### src/rtl/spi_slave_pkg.sv
// rtl/spi_slave_pkg.sv - state encoding, direction and opcode constants for spi_slave_param
package spi_slave_pkg;

  typedef logic [2:0] state_t;

  localparam logic [2:0] ST_IDLE      = 3'd0;
  localparam logic [2:0] ST_CHK_CMD   = 3'd1;
  localparam logic [2:0] ST_WRITE     = 3'd2;
  localparam logic [2:0] ST_READ_ADD  = 3'd3;
  localparam logic [2:0] ST_READ_DATA = 3'd4;
  localparam logic [2:0] ST_TX_SEND   = 3'd5;
  localparam logic [2:0] ST_DONE      = 3'd6;

  localparam logic DIR_WRITE = 1'b0;
  localparam logic DIR_READ  = 1'b1;

  localparam logic [1:0] OP_WR_ADDR = 2'b00;
  localparam logic [1:0] OP_WR_DATA = 2'b01;
  localparam logic [1:0] OP_RD_ADDR = 2'b10;
  localparam logic [1:0] OP_RD_DATA = 2'b11;

  function automatic int frame_width(input int data_width);
    return data_width + 2;
  endfunction

endpackage

### src/rtl/spi_tx_shifter.sv
// rtl/spi_tx_shifter.sv - read-reply latch and MSB-first MISO shifter
module spi_tx_shifter
  import spi_slave_pkg::*;
#(
  parameter int   DATA_WIDTH = 8,
  parameter logic MISO_IDLE  = 1'b0
) (
  input  logic                  clk,
  input  logic                  rst_n,
  input  logic                  clear,
  input  logic                  enable,
  input  logic [DATA_WIDTH-1:0] tx_data,
  input  logic                  tx_valid,
  output logic                  miso,
  output logic                  last
);

  localparam int CNT_W = $clog2(DATA_WIDTH + 1);

  logic [DATA_WIDTH-1:0] latch_q;
  logic                  latch_full;
  logic [DATA_WIDTH-1:0] shreg;
  logic [CNT_W-1:0]      bit_cnt;
  logic                  shifting;

  // last is high during the cycle in which the LSB is on MISO
  assign last = shifting && (bit_cnt == CNT_W'(DATA_WIDTH));

  always_ff @(posedge clk or negedge rst_n) begin
    if (!rst_n) begin
      latch_q    <= '0;
      latch_full <= 1'b0;
      shreg      <= '0;
      bit_cnt    <= '0;
      shifting   <= 1'b0;
      miso       <= MISO_IDLE;
    end else if (clear) begin
      latch_full <= 1'b0;
      bit_cnt    <= '0;
      shifting   <= 1'b0;
      miso       <= MISO_IDLE;
    end else begin
      if (tx_valid && !latch_full) begin
        latch_q    <= tx_data;
        latch_full <= 1'b1;
      end
      if (enable) begin
        if (!shifting) begin
          if (latch_full) begin
            miso       <= latch_q[DATA_WIDTH-1];
            shreg      <= latch_q << 1;
            latch_full <= 1'b0;
            shifting   <= 1'b1;
            bit_cnt    <= CNT_W'(1);
          end else begin
            miso <= MISO_IDLE;
          end
        end else if (last) begin
          miso     <= MISO_IDLE;
          shifting <= 1'b0;
          bit_cnt  <= '0;
        end else begin
          miso    <= shreg[DATA_WIDTH-1];
          shreg   <= shreg << 1;
          bit_cnt <= bit_cnt + CNT_W'(1);
        end
      end
    end
  end

endmodule

### src/rtl/spi_slave_param.sv
// rtl/spi_slave_param.sv - SPI slave front-end for the RAM path; frame_err via SPI_SLAVE_FRAME_ERR_EN
module spi_slave_param
  import spi_slave_pkg::*;
#(
  parameter int   DATA_WIDTH = 8,
  parameter logic MISO_IDLE  = 1'b0
) (
  input  logic                  clk,
  input  logic                  rst_n,
  input  logic                  SS_n,
  input  logic                  MOSI,
  input  logic [DATA_WIDTH-1:0] tx_data,
  input  logic                  tx_valid,
  output logic                  MISO,
  output logic [DATA_WIDTH+1:0] rx_data,
  output logic                  rx_valid
`ifdef SPI_SLAVE_FRAME_ERR_EN
  ,
  output logic                  frame_err
`endif
);

  localparam int W     = frame_width(DATA_WIDTH);
  localparam int CNT_W = $clog2(W + 1);

  state_t           state;
  logic [CNT_W-1:0] cnt;
  logic [W-2:0]     shreg;
  logic             rd_addr_done;
  logic             tx_last;
  logic             rx_state;
  logic             last_bit;

  assign rx_state = (state == ST_WRITE) || (state == ST_READ_ADD) || (state == ST_READ_DATA);
  assign last_bit = (cnt == CNT_W'(W - 1));

  spi_tx_shifter #(
    .DATA_WIDTH(DATA_WIDTH),
    .MISO_IDLE (MISO_IDLE)
  ) u_tx (
    .clk     (clk),
    .rst_n   (rst_n),
    .clear   ((state == ST_IDLE) || SS_n),
    .enable  ((state == ST_TX_SEND) && !SS_n),
    .tx_data (tx_data),
    .tx_valid(tx_valid),
    .miso    (MISO),
    .last    (tx_last)
  );

  always_ff @(posedge clk or negedge rst_n) begin
    if (!rst_n) begin
      state        <= ST_IDLE;
      cnt          <= '0;
      shreg        <= '0;
      rx_data      <= '0;
      rx_valid     <= 1'b0;
      rd_addr_done <= 1'b0;
    end else begin
      rx_valid <= 1'b0;
      if (SS_n && (state != ST_IDLE)) begin
        // deselect drops any partial frame; a reply whose LSB was already out counts as finished
        state <= ST_IDLE;
        cnt   <= '0;
        if ((state == ST_TX_SEND) && tx_last) rd_addr_done <= 1'b0;
      end else begin
        case (state)
          ST_IDLE: begin
            cnt <= '0;
            if (!SS_n) state <= ST_CHK_CMD;
          end
          ST_CHK_CMD: begin
            cnt <= '0;
            if (MOSI == DIR_WRITE)  state <= ST_WRITE;
            else if (!rd_addr_done) state <= ST_READ_ADD;
            else                    state <= ST_READ_DATA;
          end
          ST_WRITE, ST_READ_ADD, ST_READ_DATA: begin
            shreg <= {shreg[W-3:0], MOSI};
            if (last_bit) begin
              rx_data  <= {shreg, MOSI};
              rx_valid <= 1'b1;
              cnt      <= '0;
              if (state == ST_READ_DATA) begin
                state <= ST_TX_SEND;
              end else begin
                state <= ST_DONE;
                if (state == ST_READ_ADD) rd_addr_done <= 1'b1;
              end
            end else begin
              cnt <= cnt + CNT_W'(1);
            end
          end
          ST_TX_SEND: begin
            if (tx_last) begin
              rd_addr_done <= 1'b0;
              state        <= ST_DONE;
            end
          end
          ST_DONE: begin
            cnt <= '0;
          end
          default: begin
            state <= ST_IDLE;
            cnt   <= '0;
          end
        endcase
      end
    end
  end

`ifdef SPI_SLAVE_FRAME_ERR_EN
  // the READ_DATA term cannot fire by construction and serves as an assertion hook
  always_ff @(posedge clk or negedge rst_n) begin
    if (!rst_n) begin
      frame_err <= 1'b0;
    end else begin
      frame_err <= (SS_n && (rx_state || ((state == ST_TX_SEND) && !tx_last)))
                || ((state == ST_READ_DATA) && (cnt == '0) && !rd_addr_done);
    end
  end
`endif

endmodule

### config.mk
export PLATFORM = sky130hd
export DESIGN_NAME = spi_slave_param
export DESIGN_NICKNAME = d
export VERILOG_FILES = /design/src/rtl/spi_slave_pkg.sv /design/src/rtl/spi_tx_shifter.sv /design/src/rtl/spi_slave_param.sv
export SDC_FILE = /design/constraint.sdc
export NUM_CORES = 1
export LEC_CHECK = 0
export ABC_AREA = 1
export ABC_CLOCK_PERIOD_IN_PS = 2700
export BUFFER_PORTS_ARGS = -buffer_cell sky130_fd_sc_hd__buf_4
export CORE_MARGIN = 4
export CORE_UTILIZATION = 35
export DETAILED_ROUTE_END_ITERATION = 8
export PLACE_DENSITY_LB_ADDON = 0.08
export SYNTH_ARGS = -nofsm -noshare
export SYNTH_HDL_FRONTEND = slang
export SYNTH_HIERARCHICAL = 1
export SYNTH_SLANG_ARGS = --single-unit
### constraint.sdc
create_clock -name clk -period 2.7 [get_ports clk]
set_clock_uncertainty 0.05 [all_clocks]
set_input_delay 0 -clock clk [delete_from_list [all_inputs] [get_ports clk]]
set_output_delay 0 -clock clk [all_outputs]
set_load 0.05 [all_outputs]
Word-level counts from Yosys, hierarchy flattened
Cells that the tools add are included.
{ "classes": {"addsub": 2, "n_mux": 44, "n_eq_ne": 17, "bitwise_logic": 2, "n_reduce_logical": 22} }
{ "op_table": {"columns": ["operator", "n"], "rows": [
  ["two-way mux 4 bit", 7],
  ["two-way mux 1 bit", 24],
  ["two-way mux 8 bit", 3],
  ["two-way mux 3 bit", 6],
  ["case mux 3 bit (5 select lines)", 1],
  ["!= test 3 bit (second input constant)", 4],
  ["== test 3 bit (second input constant)", 3],
  ["nonzero test 3 bit", 3],
  ["adder 4 x 1 -> 4 bit (second input constant)", 2],
  ["== test 4 bit (second input constant)", 2],
  ["case mux 4 bit (2 select lines)", 1],
  ["AND reduction 4 bit", 2],
  ["== test 3 x 2 -> 1 bit (second input constant)", 2],
  ["!= test 2 bit (second input constant)", 3],
  ["AND reduction 2 bit", 3],
  ["AND reduction 6 bit", 1],
  ["logical AND 1 bit", 5],
  ["nonzero test 2 bit", 2],
  ["== test 3 x 1 -> 1 bit (second input constant)", 1],
  ["logical NOT 3 bit", 1],
  ["!= test 3 x 2 -> 1 bit (second input constant)", 1],
  ["AND reduction 3 bit", 1],
  ["OR reduction 3 bit", 1],
  ["logical NOT 1 bit", 2],
  ["other kinds (5)", 6]
]} }
{ "totals": {"input_bits": 13, "wordCells": 99, "register_bits": 51, "out_inout_bits": 12} }

Depth between registers and ports, before layout
Gate-level depths: netlist of the first run.
{ "depth": {"word_depth": 7, "mapped_depth": 10} }

Hierarchy
The synthesis of the first run kept the hierarchy.
{ "by_module_without_submodules": {"columns": ["module", "seq_area_each_um2", "n_inst", "cells_per_inst", "area_each_um2"], "rows": [
  ["spi_slave_param", 700.7, 1, 150, 1327.5],
  ["spi_tx_shifter", 550.5, 1, 140, 1124.8]
]} }

Worst setup path before layout of the first run
Ideal clock, no wire load.
{ "synth_timing": {"kind": "flip-flop to flip-flop", "start": "register state[1]", "end": "register u_tx.shreg[1]", "setup_slack_ps": 1081, "stages_incl_launch_ff": 9, "synth_period_minus_slack_ps": 1619, "t_arrival_ps": 1453, "cell_sequence": "dfrtp_1 inv_1 nand2_1 nor3_2 inv_2 nor2_2 nand2_4 nand2_1 nand2_1"} }
{ "synth_via": {"elab_chain_len": 4} }
{ "synth_lines": {"columns": ["item", "line_no", "source"], "rows": [
  ["start: declaration", "spi_slave_param.sv:26", "state_t state;"],
  ["start signal: assignment", "spi_slave_param.sv:53", "state <= ST_IDLE;"],
  ["start signal: assignment", "spi_slave_param.sv:63", "state <= ST_IDLE;"],
  ["start signal: assignment", "spi_slave_param.sv:70", "if (!SS_n) state <= ST_CHK_CMD;"],
  ["logical NOT 3 bit", "spi_slave_param.sv:43", ".clear ((state == ST_IDLE) || SS_n),"],
  ["logical OR 1 bit", "spi_slave_param.sv:43", null],
  ["inverter 1 bit (no source line)", null, null],
  ["AND reduction 4 bit (no source line) (*)", null, null],
  ["end signal: assignment", "spi_tx_shifter.sv:51", "shreg <= latch_q << 1;"],
  ["end signal: assignment", "spi_tx_shifter.sv:64", "shreg <= shreg << 1;"],
  ["end: declaration", "spi_tx_shifter.sv:22", "logic [DATA_WIDTH-1:0] shreg;"]
]} }
Mark *: on every way between the ends. The rest lies on a longest branch, timed or not.
A chain may end at the register's enable or synchronous reset.

Worst setup path after layout of the first run
{ "layout_timing": {"start": "register state[0]", "end": "register u_tx.latch_q[0]"} }
{ "layout_via": {"elab_chain_len": 4} }
{ "layout_lines": {"columns": ["item", "line_no", "source"], "rows": [
  ["logical NOT 3 bit", "spi_slave_param.sv:43", null],
  ["logical OR 1 bit", "spi_slave_param.sv:43", null],
  ["inverter 1 bit (no source line)", null, null],
  ["AND reduction 2 bit (no source line)", null, null],
  ["end signal: assignment", "spi_tx_shifter.sv:44", "latch_q <= tx_data;"],
  ["end: declaration", "spi_tx_shifter.sv:20", "logic [DATA_WIDTH-1:0] latch_q;"]
]} }
No other way between the ends.

==> metrics.md, run 1 <==
| Metric | Value |
|---|---|
| Routed wl met2 | 2030 um |
| Clock Sink Count | 50 |
| Seq/Total Area, Yosys | 0.510 |
| # nets final | 351 |
| GP Congestion | 0.773 |
| Syn Nets | 307 |
| Initial antenna violation count | 0 |
| Unrepaired setup endpoints after global routing | no |
| H-tree Lvls | 2 |
| Crit path cell chain | nor2_4 -> nand2_2 -> nand2_1 -> nor2_4 -> nand3_1 -> dlygate4sd3_1 -> nand2_1 |
| CTS resizes | 0 |
| Vias in the first global route | 1780 |
| Outcome | finished, final reports clean |
| WL met3 | 181 um |
| Die height | 91.7 um |
| Final Max Slew Viols | 0 |
| Die Wd | between 90 and 100 um |
| First-pass GRT wire length | 8100 um |
| Critical-path top delay cell | dlygate4sd3_1 |
| Routed length on met1 | 2290 um |
| Max layer used | met4 |
| Postcts setup bufs | 0 |
| Pleak | 1.49 nW |
| Initial Utilization | 0.361 |
| Top cells by count, synth | nand2_1 (105), dfrtp_1 (50), inv_1 (25), nand3_1 (25), o21ai_0 (20) |
| Hold Crit Class | in -> async |
| Vias per inst | ~4.4 |
| CTS tree | done |
| Largest net degree at the start of global routing | 51 |
| Syn. warnings | 6 |
| Worst endpoint required time | 2.90 ns |
| Count leader, synth | nand2_1 |
| Seq cells post-synth | 50 |
| Detailed Place HPWL | 3210 um |
| Drt wl/cell | approximately 11 um |
| ANT cells | 0 |
| Syn avg cell area | 8.46 sq um |
| Max Cap Violations | 0 |
| Post-DRT Antenna Nets | 0 |
| Ys flop type | dfrtp_1 |
| Total gr overflow | 0 |
| Placed Cells | between 400 and 500 |
| Setup TNS | 0 ns |
| Die ar. | about 8400 sq um |
| Largest fanout on the critical path | 9 |
| Fmax | 0.510 GHz |
| Hold-fix buffers at CTS | 19 |
| Cells after Synth | just under 300 |
| DRT iter0 DRCs | 96 |
| Hold Fails Final Rpt | 0 |
| CTS root buffer | clkbuf_8 |
| Input/output buffers | 24 |
| CORE AREA | 6790 sq um |
| Slew HR | 0.579 |
| DRC viols | 0 |
| Cell area after synthesis | 2450 sq um |
| Async set or reset register ratio after synthesis | 1.00 |
| Startpoint types | flip-flop |
| Arr. time, crit path | 2.16 ns |
| DR vias | 1917 |
| Max incr delay on CP | 0.58 ns |
| Routed WL | around 4600 um |
| CTS clk-pin slew, worst paths | 0.10 ns |
| Yosys top cell by area | dfrtp_1 |
| Layout Cells excl Fill | 431 |
| Layout cell share with drive strength beyond 1 | 0.179 |
| DRT Pass-1 Iters | 4 |
| Worst path bufs/invs | 1 |
| WS Path Type | reg -> reg |
| Aggregate global-route resource usage | 0.116 |
| Final Cycle Share | 0.726 |
| Peak supply drop | 0.000418 V |
| Top cell type's share of synthesized area | 0.510 |
| Synth area leaders | dfrtp_1 (51%), nand2_1 (16%), nand3_1 (5.1%) |
| Maximum clock path buffer count | 2 |
| # rows | 30 |
| Area growth syn-to-layout | 22.9% |
| Delay-heaviest family, CP | simple AND/OR/NAND/NOR gates |
| Final setup vio count | 0 |
| Worst Setup End Kind | flip-flop |
| Slew @ Worst Pin | 0.632 ns |
| Total CTS buffers | 5 |
| Period minus WS final | 1.96 ns |
| Worst skew pair latency | 0.30 ns |
| IO Count | 25 |
| Pwr per Cell Area | 783 nW/um^2 |
| Netlist cell types | 27 |
| EDFF count, synth | 0 |
[metrics by stage]
| step | hold WS (ns) | area [sq um] | power, W | utilization | setup slack (ns) |
|---|---|---|---|---|---|
| floorplan | -0.346 | 2450 | 0.00163 | - | 1.08 |
| global placement | 0.0357 | 2710 | 0.00180 | 0.398 | 0.909 |
| detailed placement | 0.0278 | 2710 | 0.00180 | 0.398 | 0.814 |
| CTS | 0.233 | 3010 | 0.00240 | 0.443 | 0.742 |
| global route | 0.272 | 3010 | 0.00256 | 0.443 | 0.565 |
| finish | 0.197 | 3010 | 0.00236 | 0.443 | 0.739 |
[cell usage in the layout, fill, tap and decap left out, drive strengths merged]
cell,count
a21oi,3
a31oi,1
buf,24
bufinv,1
clkbuf,5
clkinv,1
dfrtp,50
dlygate4sd3,19
ha,4
inv,31
nand2,114
nand3,25
nand3b,1
nand4,6
nor2,12
nor3,2
o21ai,29
o21bai,2
o22ai,2
or2,1
xor2,2
[flip-flops by register name (all words and copies together) (netlist names), 3 cells and up]
register      flops
state             3
u_tx/shreg        7
cnt               4
u_tx/latch_q      8
rx_data          10
shreg             9
u_tx/bit_cnt      4
[layer usage]
layer,global-route usage,vias up
li1,-,1008
met3,0.0263,5
met4,0.0334,0
met2,0.182,35
met1,0.160,869
met5,0,-
[power by group]
| part | switching (W) | internal (W) | total (W) |
|---|---|---|---|
| clock network | 0.000262 | 0.000283 | 0.000545 |
| logic | 0.000504 | 0.000275 | 0.000778 |
| registers | 0.000118 | 0.000917 | 0.00104 |
| total | 0.000884 | 0.00147 | 0.00236 |
[area by class of cell]
type	count	area (sq um)
multi-input cells	204	1040
well taps	96	120
repair buffers	43	370
clock inverters	3	47.5
inverters	30	118
clock buffers	5	68.8
fillers	680	3780
flip-flops and latches	50	1250
[final timing paths]
kind	from	end	slack, ns	cells past startpoint
setup / recovery	state[0]	u_tx/latch_q[0]	0.74	7
hold / removal	rst_n	rd_addr_done	0.20	2
setup reg to reg	state[0]	u_tx/latch_q[0]	0.74	7
hold reg to reg	u_tx/shreg[5]	u_tx/shreg[5]	0.43	2
max in group asynchronous	rst_n	state[2]	1.97	2
min in group clk	u_tx/shreg[5]	u_tx/shreg[5]	0.43	2
[cells by family (layout without fill, tap and decap cells)]
family / after synthesis / in the layout / share of synthesized area
fa+ha+maj: 4 / 4 / 0.0204
compound gates: 37 / 37 / 0.0929
buf+inv: 36 / 81 / 0.0668
flops: 50 / 50 / 0.510
simple gates: 161 / 161 / 0.303
xor+xnor: 2 / 2 / 0.00714
No activity file was read; power rests on OpenSTA's default activity.
==> run 2, diff against run 1 <==
- ABC_AREA: 1 -> 0
- ABC_CLOCK_PERIOD_IN_PS: 2700 -> 2000
- clock period: 2.7 -> 2 ns (I/O delays scaled with it)
==> run 2 against run 1 <==
Sequential share of layout area grew 0.95 points. Total power grew 25%. Global-route usage grew 0.25 points. Critical path depth shrank 1. Sequential cell count is the same. Core utilization grew 1.3 points. Routed wire length grew 2.6%. Via count shrank 18%. Sequential power grew 39%. Die area shrank 3.1%. Synthesized cell count shrank 36%. First-iteration DRC count shrank 23%.
==> metrics.md, run 2 <==
| Metric | Value |
|---|---|
| Outcome | finished, final reports clean |
| Worst Setup End Kind | flip-flop |
| Final Max Slew Viols | 0 |
| Hold WS | 0.109 ns |
| Count leader, synth | dfrtp_1 |
| Period minus WS final | 1.94 ns |
| Arr. time, crit path | between 2 and 2.5 ns |
| Most common cell after layout, fill and taps aside | dfrtp_1 |
| Top cells by count, synth | dfrtp_1 (50), mux2_2 (22), mux2_1 (18) |
| Worst skew pair latency | 0.30 ns |
| Syn avg cell area | 12.8 sq um |
| Final setup vio count | 0 |
| CTS clk-pin slew, worst paths | 0.10 ns |
| Max Cap Violations | 0 |
| Syn. warnings | 6 |
| EDFF count, synth | 0 |
| Min-delay src | SS_n |
| Critical-path top delay cell | or4_1 |
| DRT Pass-1 Iters | 4 |
| CORE AREA | 6460 sq um |
| Slew @ Worst Pin | roughly 0.65 ns |
| Top flop regs | rx_data: 10 flops, shreg: 9 flops, u_tx/latch_q: 8 flops |
| IO Count | 25 |
| Setup TNS | 0 ns |
| Worst endpoint required time | 2.14 ns |
| Aggregate global-route resource usage | 0.118 |
| Final Cycle Share | 0.970 |
| Largest net degree at the start of global routing | 51 |
| Pwr per Cell Area | 1000 nW/um^2 |
| Footprint of the multi-input gates | between 1000 and 1500 sq um |
| Netlist cell types | 44 |
| Crit path cell chain | inv_1 -> ha_2 -> and4b_4 -> or4_1 -> and3_4 -> mux2_4 |
| Startpoint types | flip-flop |
| RR Startpoint | u_tx/bit_cnt[0] |
| Syn Nets | 202 |
| Hold Crit Class | in -> reg |
| Worst R2R End | state[1] |
| Cell internal pwr | 0.00206 W |
| Delay-heaviest family, CP | simple AND/OR/NAND/NOR gates |
| DR vias | 1571 |
| Comb pwr share | 0.296 |
| # rows | 29 |
| Initial antenna violation count | 0 |
| Psw | about 0.00090 W |
| Peak supply drop | 0.000556 V |
| Vias per inst | 5.05 |
| Switch share | 0.303 |
| Die ar. | ~8200 sq um |
| Detailed Place HPWL | 3240 um |
| Vias in the first global route | ~1600 |
| Die height | 90.3 um |
| WHS Endpoint | u_tx/shifting |
| Layout cell share with drive strength beyond 1 | 0.355 |
| Cells after Synth | 185 |
| GP Congestion | 0.796 |
| Post-DRT Antenna Nets | 0 |
| Unrepaired setup endpoints after global routing | no |
| DRT iter0 DRCs | 74 |
| Max incr delay on CP | about 0.47 ns |
| Cell count of the worst reg-to-reg path | 6 |
| Slew HR | 0.567 |
| Most frequent cells in the layout | dfrtp_1 (50), buf_4 (39), mux2_2 (22), mux2_1 (18) |
| CTS tree | done |
| Async set or reset register ratio after synthesis | 1.00 |
| Max reg flops | 10 |
| DRC viols | 0 |
| Top cell type's share of synthesized area | 0.528 |
| Biggest register | rx_data |
| Drt wl/cell | 15.0 um |
| Pleak | 1.40 nW |
| Worst path bufs/invs | 1 |
| WS Path Type | reg -> reg |
| CTS root buffer | clkbuf_8 |
| Clock network power share | 0.214 |
| H-tree Lvls | 2 |
| Routed WL | about 4700 um |
| WP depth | 6 |
| Seq/Total Area, Yosys | 0.528 |
| Largest fanout on the critical path | 3 |
| Synth area leaders | dfrtp_1 (53%), mux2_2 (10%), mux2_1 (8.6%) |
| Setup slack, reg-to-reg | 0.06 ns |
| ANT cells | 0 |
| First-pass GRT wire length | 7960 um |
| Ys flop type | dfrtp_1 |
| Yosys top cell by area | dfrtp_1 |
| Seq pwr share | 0.489 |
| # nets final | 250 |
| Worst hold stages | 3 |
| Fmax | 0.515 GHz |
| Cell area after synthesis | around 2400 sq um |
| Area growth syn-to-layout | 24.3% |
| Hold Fails Final Rpt | 0 |
| Input/output buffers | 24 |
| Seq cells post-synth | 50 |
| Seq. cell area | approximately 1300 sq um |
| Clock Sink Count | 50 |
| Total CTS buffers | 5 |
| Maximum clock path buffer count | 2 |
| Layout fillers | approximately 600 |
| Die Wd | 90.3 um |
| Initial Utilization | 0.367 |
| Total gr overflow | 0 |
## run 2: changes by cell type in the layout (fill, tap and decap cells not counted), sizes merged, moves of 3 or more
cell	previous run	this run
mux2	0	43
nor2b	0	5
dlygate4sd3	19	11
inv	31	6
nand3	25	2
nor3b	0	3
nor4b	0	4
a211oi	0	3
nand2	114	6
o21ai	29	5
a311oi	0	3
nand4	6	0
buf	24	40
## run 2: power by group through the flow
stage | logic [W] | clock network [W] | registers [W]
CTS | 0.000887 | 0.000666 | 0.00145
global placement | 0.000827 | 0 | 0.00146
detailed placement | 0.000863 | 0 | 0.00147
finish | 0.000876 | 0.000633 | 0.00145
global route | 0.000965 | 0.000701 | 0.00149
floorplan | 0.000675 | 0 | 0.00140
## run 2: cell type report
cell class,count,area share
Clock buffer,6,0.0280
Multi-Input combinational cell,120,0.359
Sequential cell,50,0.425
Clock inverter,2,0.00552
Timing Repair Buffer,51,0.144
Tap cell,77,0.0327
Inverter,5,0.00637
## run 2: worst min-delay path: cells and delay by family
kind | cells | cell delay, ns
simple gates | 1 | 0.21
buf+inv | 1 | 0.15
compound gates | 1 | 0.06
## run 2: cell families (layout without fill, tap and decap cells)
family | count (synthesis) | after routing | synth area share
flops | 50 | 50 | 0.528
simple gates | 46 | 46 | 0.133
buf+inv | 15 | 64 | 0.0306
fa+ha+maj | 4 | 4 | 0.0211
compound gates | 27 | 27 | 0.0781
mux | 43 | 43 | 0.209
## run 2: worst max-delay path by stage
stage | slack, ns | end | start
3_3_place_gp | 0.03 | state[1] | u_tx/bit_cnt[1]
4_1_cts | 0.01 | state[1] | u_tx/bit_cnt[0]
5_1_grt | 0.005 | state[1] | u_tx/bit_cnt[0]
2_1_floorplan | 0.05 | state[0] | u_tx/bit_cnt[0]
3_5_place_dp | 0.008 | state[2] | u_tx/bit_cnt[1]
6_report | 0.06 | state[1] | u_tx/bit_cnt[0]
## run 2: per-layer routing
metal  GRT usage  wire length, um  vias to the layer above
li1            -                -                      765
met1       0.160             2230                      772
met2       0.189             2260                       28
met3      0.0300              154                        6
met4      0.0306               35                        0
met5           0                0                        -
## run 2: through the flow
step	instance area, sq um	power (W)	util	setup WS (ns)	std cells
after global placement	2690	0.00228	0.416	0.0301	288
after global routing	2950	0.00315	0.456	0.00513	311
after CTS	2910	0.00300	0.450	0.0134	308
after floorplan	2370	0.00208	-	0.0493	185
final	2950	0.00296	0.456	0.0591	311
after detailed placement	2690	0.00233	0.416	0.00816	288
## run 2: timing repair
item	in CTS	in global routing
pin swaps	0	2
setup endpoints to repair	3	21
setup buffers	1	3
gates resized for setup	0	2
hold buffers	11	0
hold endpoints to repair	61	0
